File: config.mk
export PLATFORM = sky130hd
export DESIGN_NAME = panel_entry
export DESIGN_NICKNAME = d
export VERILOG_FILES = /design/src/rtl/panel_pkg.sv /design/src/rtl/panel_entry_level_debounce.sv /design/src/rtl/panel_entry.sv
export SDC_FILE = /design/constraint.sdc
export NUM_CORES = 1
export LEC_CHECK = 0
export ABC_AREA = 0
export CORE_UTILIZATION = 55
export CTS_CLUSTER_SIZE = 16
export DETAILED_ROUTE_END_ITERATION = 12
export PLACE_DENSITY = 0.75
export SKIP_LAST_GASP = 1
export SLEW_MARGIN = 20
export SYNTH_ARGS = -nofsm -noshare
export SYNTH_HDL_FRONTEND = slang
export SYNTH_SLANG_ARGS = --single-unit
File: constraint.sdc
create_clock -name clk -period 11 [get_ports clk]
set_clock_uncertainty 0.2 [all_clocks]
set_input_delay 2.2 -clock clk [delete_from_list [all_inputs] [get_ports clk]]
set_output_delay 2.2 -clock clk [all_outputs]
set_load 0.02 [all_outputs]
File: src/rtl/panel_pkg.sv
// Shared constants and types for the front-panel input block.
// Key codes 0-9 are digits; codes 14 and 15 are ignored.
package panel_pkg;

  localparam logic [3:0] KEY_DIGIT_MAX = 4'd9;
  localparam logic [3:0] KEY_POWER     = 4'd10;
  localparam logic [3:0] KEY_CLEAR     = 4'd11;
  localparam logic [3:0] KEY_START     = 4'd12;
  localparam logic [3:0] KEY_CANCEL    = 4'd13;

  localparam logic [6:0] MAX_TIME   = 7'd120;
  localparam logic [1:0] MAX_DIGITS = 2'd3;

  typedef enum logic [1:0] {
    RELEASED   = 2'd0,
    PRESS_DB   = 2'd1,
    HELD       = 2'd2,
    RELEASE_DB = 2'd3
  } key_state_t;

endpackage

File: src/rtl/panel_entry_level_debounce.sv
// Two-flop synchronizer followed by a consecutive-sample debouncer.
// The stable output moves only after DEBOUNCE_CYCLES samples that all differ from it.
module level_debounce #(
  parameter int WIDTH           = 1,
  parameter int DEBOUNCE_CYCLES = 4
) (
  input  logic             clk,
  input  logic             rst_n,
  input  logic [WIDTH-1:0] raw,
  output logic [WIDTH-1:0] sync,
  output logic [WIDTH-1:0] stable
);

  localparam logic [7:0] DB_LAST = 8'(DEBOUNCE_CYCLES - 1);

  logic [WIDTH-1:0] meta;
  logic [7:0]       cnt;

  always_ff @(posedge clk or negedge rst_n) begin
    if (!rst_n) begin
      meta   <= '0;
      sync   <= '0;
      stable <= '0;
      cnt    <= 8'd0;
    end else begin
      meta <= raw;
      sync <= meta;
      if (sync != stable) begin
        if (cnt == DB_LAST) begin
          stable <= sync;
          cnt    <= 8'd0;
        end else begin
          cnt <= cnt + 8'd1;
        end
      end else begin
        cnt <= 8'd0;
      end
    end
  end

endmodule

File: src/rtl/panel_entry.sv
// Front-panel input block: debounced keypad actions, timer entry, power toggle and door level.
// state      | meaning
// RELEASED   | no key down, waiting for a press
// PRESS_DB   | key down, counting stable samples of one code
// HELD       | action done, waiting for release
// RELEASE_DB | key up, counting stable release samples
module panel_entry
  import panel_pkg::*;
#(
  parameter int DEBOUNCE_CYCLES = 4
) (
  input  logic       clk,
  input  logic       rst_n,
  input  logic       key_press,
  input  logic [3:0] key_code,
  input  logic       door_raw,
  output logic [6:0] timer,
  output logic       power,
  output logic       door_status,
  output logic       start_button,
  output logic       cancel_button,
  output logic       entry_error
);

  localparam logic [7:0] DB_LAST = 8'(DEBOUNCE_CYCLES - 1);
  localparam bit         DB_ONE  = (DEBOUNCE_CYCLES == 1);

  logic [4:0]  key_sync;
  logic [4:0]  key_stable_unused;
  logic        door_sync_unused;
  logic        press_s;
  logic [3:0]  code_s;

  key_state_t  state;
  logic [3:0]  cap_code;
  logic [7:0]  cnt;
  logic [1:0]  digit_cnt;

  logic        fire;
  logic [3:0]  fire_code;
  logic [6:0]  base;
  logic [10:0] nxt;
  logic        digit_ok;

  // Only the synchronizer of this instance matters; the key FSM does its own debounce.
  level_debounce #(.WIDTH(5), .DEBOUNCE_CYCLES(DEBOUNCE_CYCLES)) u_key_sync (
    .clk    (clk),
    .rst_n  (rst_n),
    .raw    ({key_code, key_press}),
    .sync   (key_sync),
    .stable (key_stable_unused)
  );

  level_debounce #(.WIDTH(1), .DEBOUNCE_CYCLES(DEBOUNCE_CYCLES)) u_door (
    .clk    (clk),
    .rst_n  (rst_n),
    .raw    (door_raw),
    .sync   (door_sync_unused),
    .stable (door_status)
  );

  assign press_s = key_sync[0];
  assign code_s  = key_sync[4:1];

  always_comb begin
    fire      = 1'b0;
    fire_code = code_s;
    case (state)
      RELEASED: fire = press_s && DB_ONE;
      PRESS_DB: fire = press_s && ((code_s != cap_code) ? DB_ONE : (cnt == DB_LAST));
      default:  fire = 1'b0;
    endcase
    // A fresh entry (after reset, START, CLEAR or CANCEL) replaces the timer.
    base     = (digit_cnt == 2'd0) ? 7'd0 : timer;
    nxt      = 11'(base) * 11'd10 + 11'(fire_code);
    digit_ok = (digit_cnt < MAX_DIGITS) && (nxt <= 11'(MAX_TIME));
  end

  always_ff @(posedge clk or negedge rst_n) begin
    if (!rst_n) begin
      state         <= RELEASED;
      cap_code      <= 4'd0;
      cnt           <= 8'd0;
      digit_cnt     <= 2'd0;
      timer         <= 7'd0;
      power         <= 1'b0;
      start_button  <= 1'b0;
      cancel_button <= 1'b0;
      entry_error   <= 1'b0;
    end else begin
      start_button  <= 1'b0;
      cancel_button <= 1'b0;
      entry_error   <= 1'b0;

      case (state)
        RELEASED: begin
          if (press_s) begin
            cap_code <= code_s;
            cnt      <= fire ? 8'd0 : 8'd1;
            state    <= fire ? HELD : PRESS_DB;
          end
        end
        PRESS_DB: begin
          if (!press_s) begin
            state <= RELEASED;
            cnt   <= 8'd0;
          end else if (fire) begin
            state <= HELD;
            cnt   <= 8'd0;
          end else if (code_s != cap_code) begin
            cap_code <= code_s;
            cnt      <= 8'd1;
          end else begin
            cnt <= cnt + 8'd1;
          end
        end
        HELD: begin
          if (!press_s) begin
            state <= DB_ONE ? RELEASED : RELEASE_DB;
            cnt   <= DB_ONE ? 8'd0 : 8'd1;
          end
        end
        RELEASE_DB: begin
          if (press_s) begin
            state <= HELD;
            cnt   <= 8'd0;
          end else if (cnt == DB_LAST) begin
            state <= RELEASED;
            cnt   <= 8'd0;
          end else begin
            cnt <= cnt + 8'd1;
          end
        end
        default: begin
          state <= RELEASED;
          cnt   <= 8'd0;
        end
      endcase

      if (fire) begin
        case (fire_code)
          KEY_POWER: power <= ~power;
          KEY_CLEAR: begin
            timer     <= 7'd0;
            digit_cnt <= 2'd0;
          end
          KEY_START: begin
            start_button <= 1'b1;
            digit_cnt    <= 2'd0;
          end
          KEY_CANCEL: begin
            cancel_button <= 1'b1;
            timer         <= 7'd0;
            digit_cnt     <= 2'd0;
          end
          default: begin
            if (fire_code <= KEY_DIGIT_MAX) begin
              if (digit_ok) begin
                timer     <= nxt[6:0];
                digit_cnt <= digit_cnt + 2'd1;
              end else begin
                entry_error <= 1'b1;
              end
            end
          end
        endcase
      end
    end
  end

endmodule

==> impl_metrics.ini, run 1 <==
[outcome]
status = complete, no violations

[cells_and_area]
layoutNonFillerInstCount = 373
nFillCells = 401
syn2layout_area_growth_pct = 11.91
fin_util_pct = 64.84
drive_above_1_share_pct = 5.882
nNetsFinal = 329
num_antenna_cells = 0
design_area_mm2 = 0.003103

[clocking]
cts_made_buffers = 5
cts_tree = yes
ctsLongestPathBuffers = 2
h-tree-depth = 2
root_buffer = clkbuf_8
cts.sinks = 48
clkTransAtPathRegs_ps = 90
clk_latency_ps = 300
cts-resized-gates = 0
holdBufCountCts = 0
post-cts-setup-buffers = 0

[placed_design]
placedInstanceArea_mm2 = 0.003004
pre_cts_slack_ps = 6648
gp_congestion = 0.8774
port_buffers = 19
detailed_place_hpwl_mm = 4.108
dpl.cell_count = 365

[pwr]
ir_drop_uv = 146.5
finalPower_uw = 664.7
powerDensity_mw_per_mm2 = 214.2
p_leak_nw = 1.381

[detailed_routing]
ant_nets = 0
vias = 2132
dr.pass1.iters = 4
vias_per_cell = 5.716
route.detailed.drc = 0
route.detailed.wl_per_inst_um = 14.76
drtIter0Drc = 98
wl_mm = 5.505

[floorplan]
die_w_um = 73
dieArea_mm2 = 0.005329
io_pins = 20
rows = 25
initial_utilization_pct = 57.93
coreArea_mm2 = 0.004786
fp.dieH_um = 73

[synth]
yosysSeqAreaShare_pct = 43.32
synth_seq_cells = 48
synth_ff_type = dfrtp_1
synth-edff-count = 0
yosysTopAreaCell = dfrtp_1
synth_cell_types = 46
synth_fp_nets = 312
synthArstFlopShare_pct = 100.0
synth.area.top_cells = dfrtp_1 43%, ha_1 6.3%, xnor2_1 4.1%
synth_warnings = 0
synth_area_per_cell_um2 = 9.627
synth.top_cell.area_share_pct = 43.32
synthCells = 288
netlist_area_mm2 = 0.002773

[timing]
fin_crit_ps = 4424
fmax_mhz = 226.1
finalSetupViolCount = 0
setup_ws_ps = 6576
final-max-slew-violation-count = 0
fin_worst_hold_slack_ps = 152.6
hold_violations = 0
fin_crit_sh_pct = 40.21
finalSetupTns_ps = 0
slew-limit-headroom_pct = 52.59
rsz0062_at_grt = false
tightestPinTransition_ps = 708.0

[grt]
grt_remaining_overflow = 0
gr-max-usage-layer = met2
gr-usage-met1_pct = 33.60
antenna_found_initial = 0
grt_util_met2_pct = 35.91
grt.total_usage_pct = 23.48
grt_max_degree = 49
grt_pass1_wl_mm = 9.473
grtUsageMet3_pct = 4.558
grt_pass1_vias = 2044

[worst_setup_path]
worst-path-max-fanout = 12
cp.required_ps = 10970
arrival_ps = 4390
start_kind = flip-flop
criticalPathCategory = flip-flop to flip-flop
setup.worst_path.end_class = flip-flop

[job]
cap_violations = 0

[hold_path]
hold_path_class = flip-flop to flip-flop
-- layout by cell type (no fill, tap or decap), types with 3 or more instances in the layout --
| cell | n |
|---|---|
| a21oi_1 | 5 |
| a32oi_1 | 9 |
| and3_1 | 12 |
| clkbuf_8 | 6 |
| clkdlybuf4s50_1 | 18 |
| dfrtp_1 | 48 |
| ha_1 | 14 |
| inv_1 | 16 |
| nand2_1 | 19 |
| nand2b_1 | 6 |
| nand3_1 | 10 |
| nand4_1 | 5 |
| nor2_1 | 26 |
| nor2b_1 | 8 |
| o211ai_1 | 11 |
| o21ai_0 | 20 |
| o21ai_1 | 9 |
| o31ai_1 | 3 |
| xnor2_1 | 13 |
| xor2_1 | 10 |
-- metal layers --
metal | up-vias | part of all wire (%)
met5 | - | 0
met2 | 47 | 45
li1 | 1068 | -
met1 | 1008 | 49
met3 | 9 | 3.5
met4 | 0 | 1.7
-- where the power goes --
| group | switching (mW) | internal (mW) |
|---|---|---|
| combinational | 0.215 | 0.129 |
| clock | 0.0588 | 0.0514 |
| sequential | 0.0178 | 0.193 |
-- cell type report --
| cell class | count | area [um2] | share of cell area [%] |
|---|---|---|---|
| sequential | 48 | 1201 | 38.71 |
| inverter | 16 | 60.06 | 1.935 |
| tap | 67 | 83.83 | 2.702 |
| timing repair buffer | 19 | 187.7 | 6.048 |
| clock inverter | 2 | 13.76 | 0.4435 |
| multi-input combinational | 215 | 1474 | 47.50 |
| clock buffer | 6 | 82.58 | 2.661 |
-- worst max-delay path, stage by stage, from the launching register on --
cell and delay (ps):
dfrtp_1 420, inv_1 80, ha_1 350, nor2b_1 140, ha_1 300, ha_1 170, inv_1 60, fa_1 400
xnor2_1 380, o2111ai_1 250, a211oi_1 310, mux2i_1 170, o22a_1 390, o21ai_1 500, o21ai_1 160
-- state kept, by name (all words and copies together) (netlist names), 2 cells and up, named ones only --
name and flops:
cap_code 4, cnt 8, digit_cnt 2, timer 7
u_door.cnt 8, u_key_sync.meta 5, u_key_sync.sync 5
-- worst paths after layout --
check                                   start            endpoint  slack, ps  cells after the start
hold reg to reg            u_key_sync.meta[0]  u_key_sync.sync[0]        150                      0
max in group asynchronous               rst_n            timer[5]       8530                      1
setup reg to reg                 digit_cnt[0]            timer[3]       6580                     14
hold / removal             u_key_sync.meta[0]  u_key_sync.sync[0]        150                      0
min in group asynchronous               rst_n              cnt[4]       1680                      1
setup / recovery                 digit_cnt[0]            timer[3]       6580                     14
-- kinds of logic (layout without fill, tap and decap cells) --
| logic type | Yosys count | in the layout | synth area share, % |
|---|---|---|---|
| AO/OA/AOI/OAI | 71 | 71 | 17.28 |
| AND/OR/NAND/NOR | 102 | 102 | 19.72 |
| adder cells (fa/ha/maj) | 16 | 16 | 7.762 |
| XOR/XNOR | 23 | 23 | 7.265 |
| buffers and inverters | 25 | 43 | 3.520 |
| multiplexers | 3 | 3 | 1.128 |
| flip-flops | 48 | 48 | 43.32 |
-- synth_stat cells, types with 2 or more instances --
| cell type | instances |
|---|---|
| nand2_1 | 19 |
| dfrtp_1 | 48 |
| or2_2 | 2 |
| o21ai_0 | 20 |
| nor3_1 | 2 |
| clkbuf_1 | 6 |
| inv_1 | 16 |
| nor2b_1 | 8 |
| xnor2_1 | 13 |
| nor2_1 | 26 |
| a32oi_1 | 9 |
| nor3b_1 | 2 |
| o211ai_1 | 11 |
| nand4_1 | 5 |
| ha_1 | 14 |
| a21o_1 | 2 |
| xor2_1 | 10 |
| nand2b_1 | 6 |
| o31ai_1 | 3 |
| and2_1 | 2 |
| mux2i_1 | 2 |
| o21ai_1 | 9 |
| o22a_1 | 2 |
| nand3_1 | 10 |
| o2111ai_1 | 2 |
| and3_1 | 12 |
| a21oi_1 | 5 |
| fa_1 | 2 |
| buf_2 | 3 |
(Power assumes the default switching activity.)
==> run 2, diff against run 1 <==
- CORE_UTILIZATION: 55 -> 53
- PLACE_DENSITY: 0.75 -> 0.76
- clock period: 11 -> 4 ns (I/O delays scaled with it)
==> impl_metrics.ini, run 2 (synthesized netlist as in run 1, its figures left out) <==
[outcome]
status = complete, no violations

[cells_and_area]
fin_util_pct = 65.05
num_antenna_cells = 0
nNetsFinal = 334
reg_top3 = cnt x8, u_door.cnt x8, timer x7
drive_above_1_share_pct = 9.003
nFillCells = 397
mostFrequentLayoutCells = 48 x dfrtp_1, 26 x nor2_1, 20 x o21ai_0, 19 x nand2_1, 18 x clkdlybuf4s50_1
syn2layout_area_growth_pct = 14.49
final_common_cell = dfrtp_1

[grt]
grt_pass1_wl_mm = 9.929
grt.total_usage_pct = 23.78
antenna_found_initial = 0
grt_remaining_overflow = 0
grt_pass1_vias = 2128
grt_max_degree = 49

[worst_setup_path]
arrival_ps = 3750
start_kind = flip-flop
regToRegSetupSlack_ps = 230
crit_buf_inv = 2
max_stage_delay_ps = 410
worst-path-max-fanout = 12
setup.worst_path.end_class = flip-flop
crit_slowest_cell = dfrtp_1
cp.required_ps = 3980
crit_family = compound AO/OA/AOI/OAI gates
criticalPathCategory = flip-flop to flip-flop
cp_cell_sequence = inv_1 -> ha_1 -> nor2b_1 -> ha_1 -> ha_1 -> inv_1 -> fa_1 -> xnor2_1 -> o2111ai_1 -> a211oi_1 -> mux2i_1 -> o22a_2 -> o31ai_2 -> o21ai_0
crit_top_cell = ha_1

[clocking]
cts_made_buffers = 5
cts.sinks = 48
clkTransAtPathRegs_ps = 90
cts_tree = yes
clk_latency_ps = 300
h-tree-depth = 2
root_buffer = clkbuf_8
ctsLongestPathBuffers = 2

[floorplan]
dieArea_mm2 = 0.005525
io_pins = 20
fp.dieH_um = 74.33
coreArea_mm2 = 0.004880
initial_utilization_pct = 56.82
die_w_um = 74.33
rows = 25

[detailed_routing]
ant_nets = 0
vias = 2207
dr.pass1.iters = 4
vias_per_cell = 5.839
route.detailed.drc = 0
route.detailed.wl_per_inst_um = 15.22
wl_mm = 5.754
drtIter0Drc = 141

[placed_design]
gp_congestion = 0.9343
port_buffers = 19
detailed_place_hpwl_mm = 4.178

[timing]
fin_crit_sh_pct = 94.28
rsz0062_at_grt = false
slew-limit-headroom_pct = 61.02
tightestPinTransition_ps = 584.7
fin_crit_ps = 3771
fmax_mhz = 265.2
finalSetupTns_ps = 0
hold_violations = 0
final-max-slew-violation-count = 0
finalSetupViolCount = 0

[pwr]
ir_drop_uv = 359.8
finalPower_mw = 1.938
p_leak_nw = 1.403
powerDensity_mw_per_mm2 = 610.4

[job]
cap_violations = 0

[hold_path]
hold_path_class = flip-flop to flip-flop
run 2: power by group:
part,switching [mW],internal [mW]
sequential,0.0513,0.530
clock,0.157,0.140
combinational,0.646,0.413
total,0.855,1.08
run 2: path summary, 6_finish.rpt:
| kind | cells past startpoint | startpoint | end |
|---|---|---|---|
| worst max-delay path | 14 | digit_cnt[0] | digit_cnt[1] |
| worst min-delay path | 0 | u_door.meta | u_door.sync |
| worst max register to register | 14 | digit_cnt[0] | digit_cnt[1] |
| worst min register to register | 0 | u_door.meta | u_door.sync |
| max in group asynchronous | 1 | rst_n | u_key_sync.sync[2] |
| min in group asynchronous | 1 | rst_n | cnt[1] |
run 2: stage by stage:
stage	instances	hold WS (ps)	setup WS (ps)	instance area, um2
final	378	151.8	228.7	3174
after global routing	378	166.5	29.25	3174
after CTS	377	154.7	57.11	3132
after detailed placement	369	134.7	93.51	3034
after global placement	369	132.2	188.9	3034
after floorplan	288	131.2	498.9	2773
run 2: layer usage:
metal	vias up	global-route usage [%]	routed length [um]
met5	-	0	0
met4	0	8.386	82
met3	10	4.878	270
met2	57	36.16	2647
met1	1063	33.98	2754
li1	1077	-	-
run 2: area by class of cell:
class | count | area [um2] | area share (%)
Clock buffer | 6 | 82.58 | 2.602
Clock inverter | 2 | 15.01 | 0.4730
Inverter | 16 | 60.06 | 1.892
Multi-Input combinational cell | 215 | 1506 | 47.46
Sequential cell | 48 | 1201 | 37.84
Tap cell | 67 | 83.83 | 2.641
Timing Repair Buffer | 24 | 225.2 | 7.095
run 2: repair_timing:
action                     CTS  global route
setup endpoints to repair    0            10
buffers inserted             0             1
gates resized for setup      0             6
hold buffers                 0             0
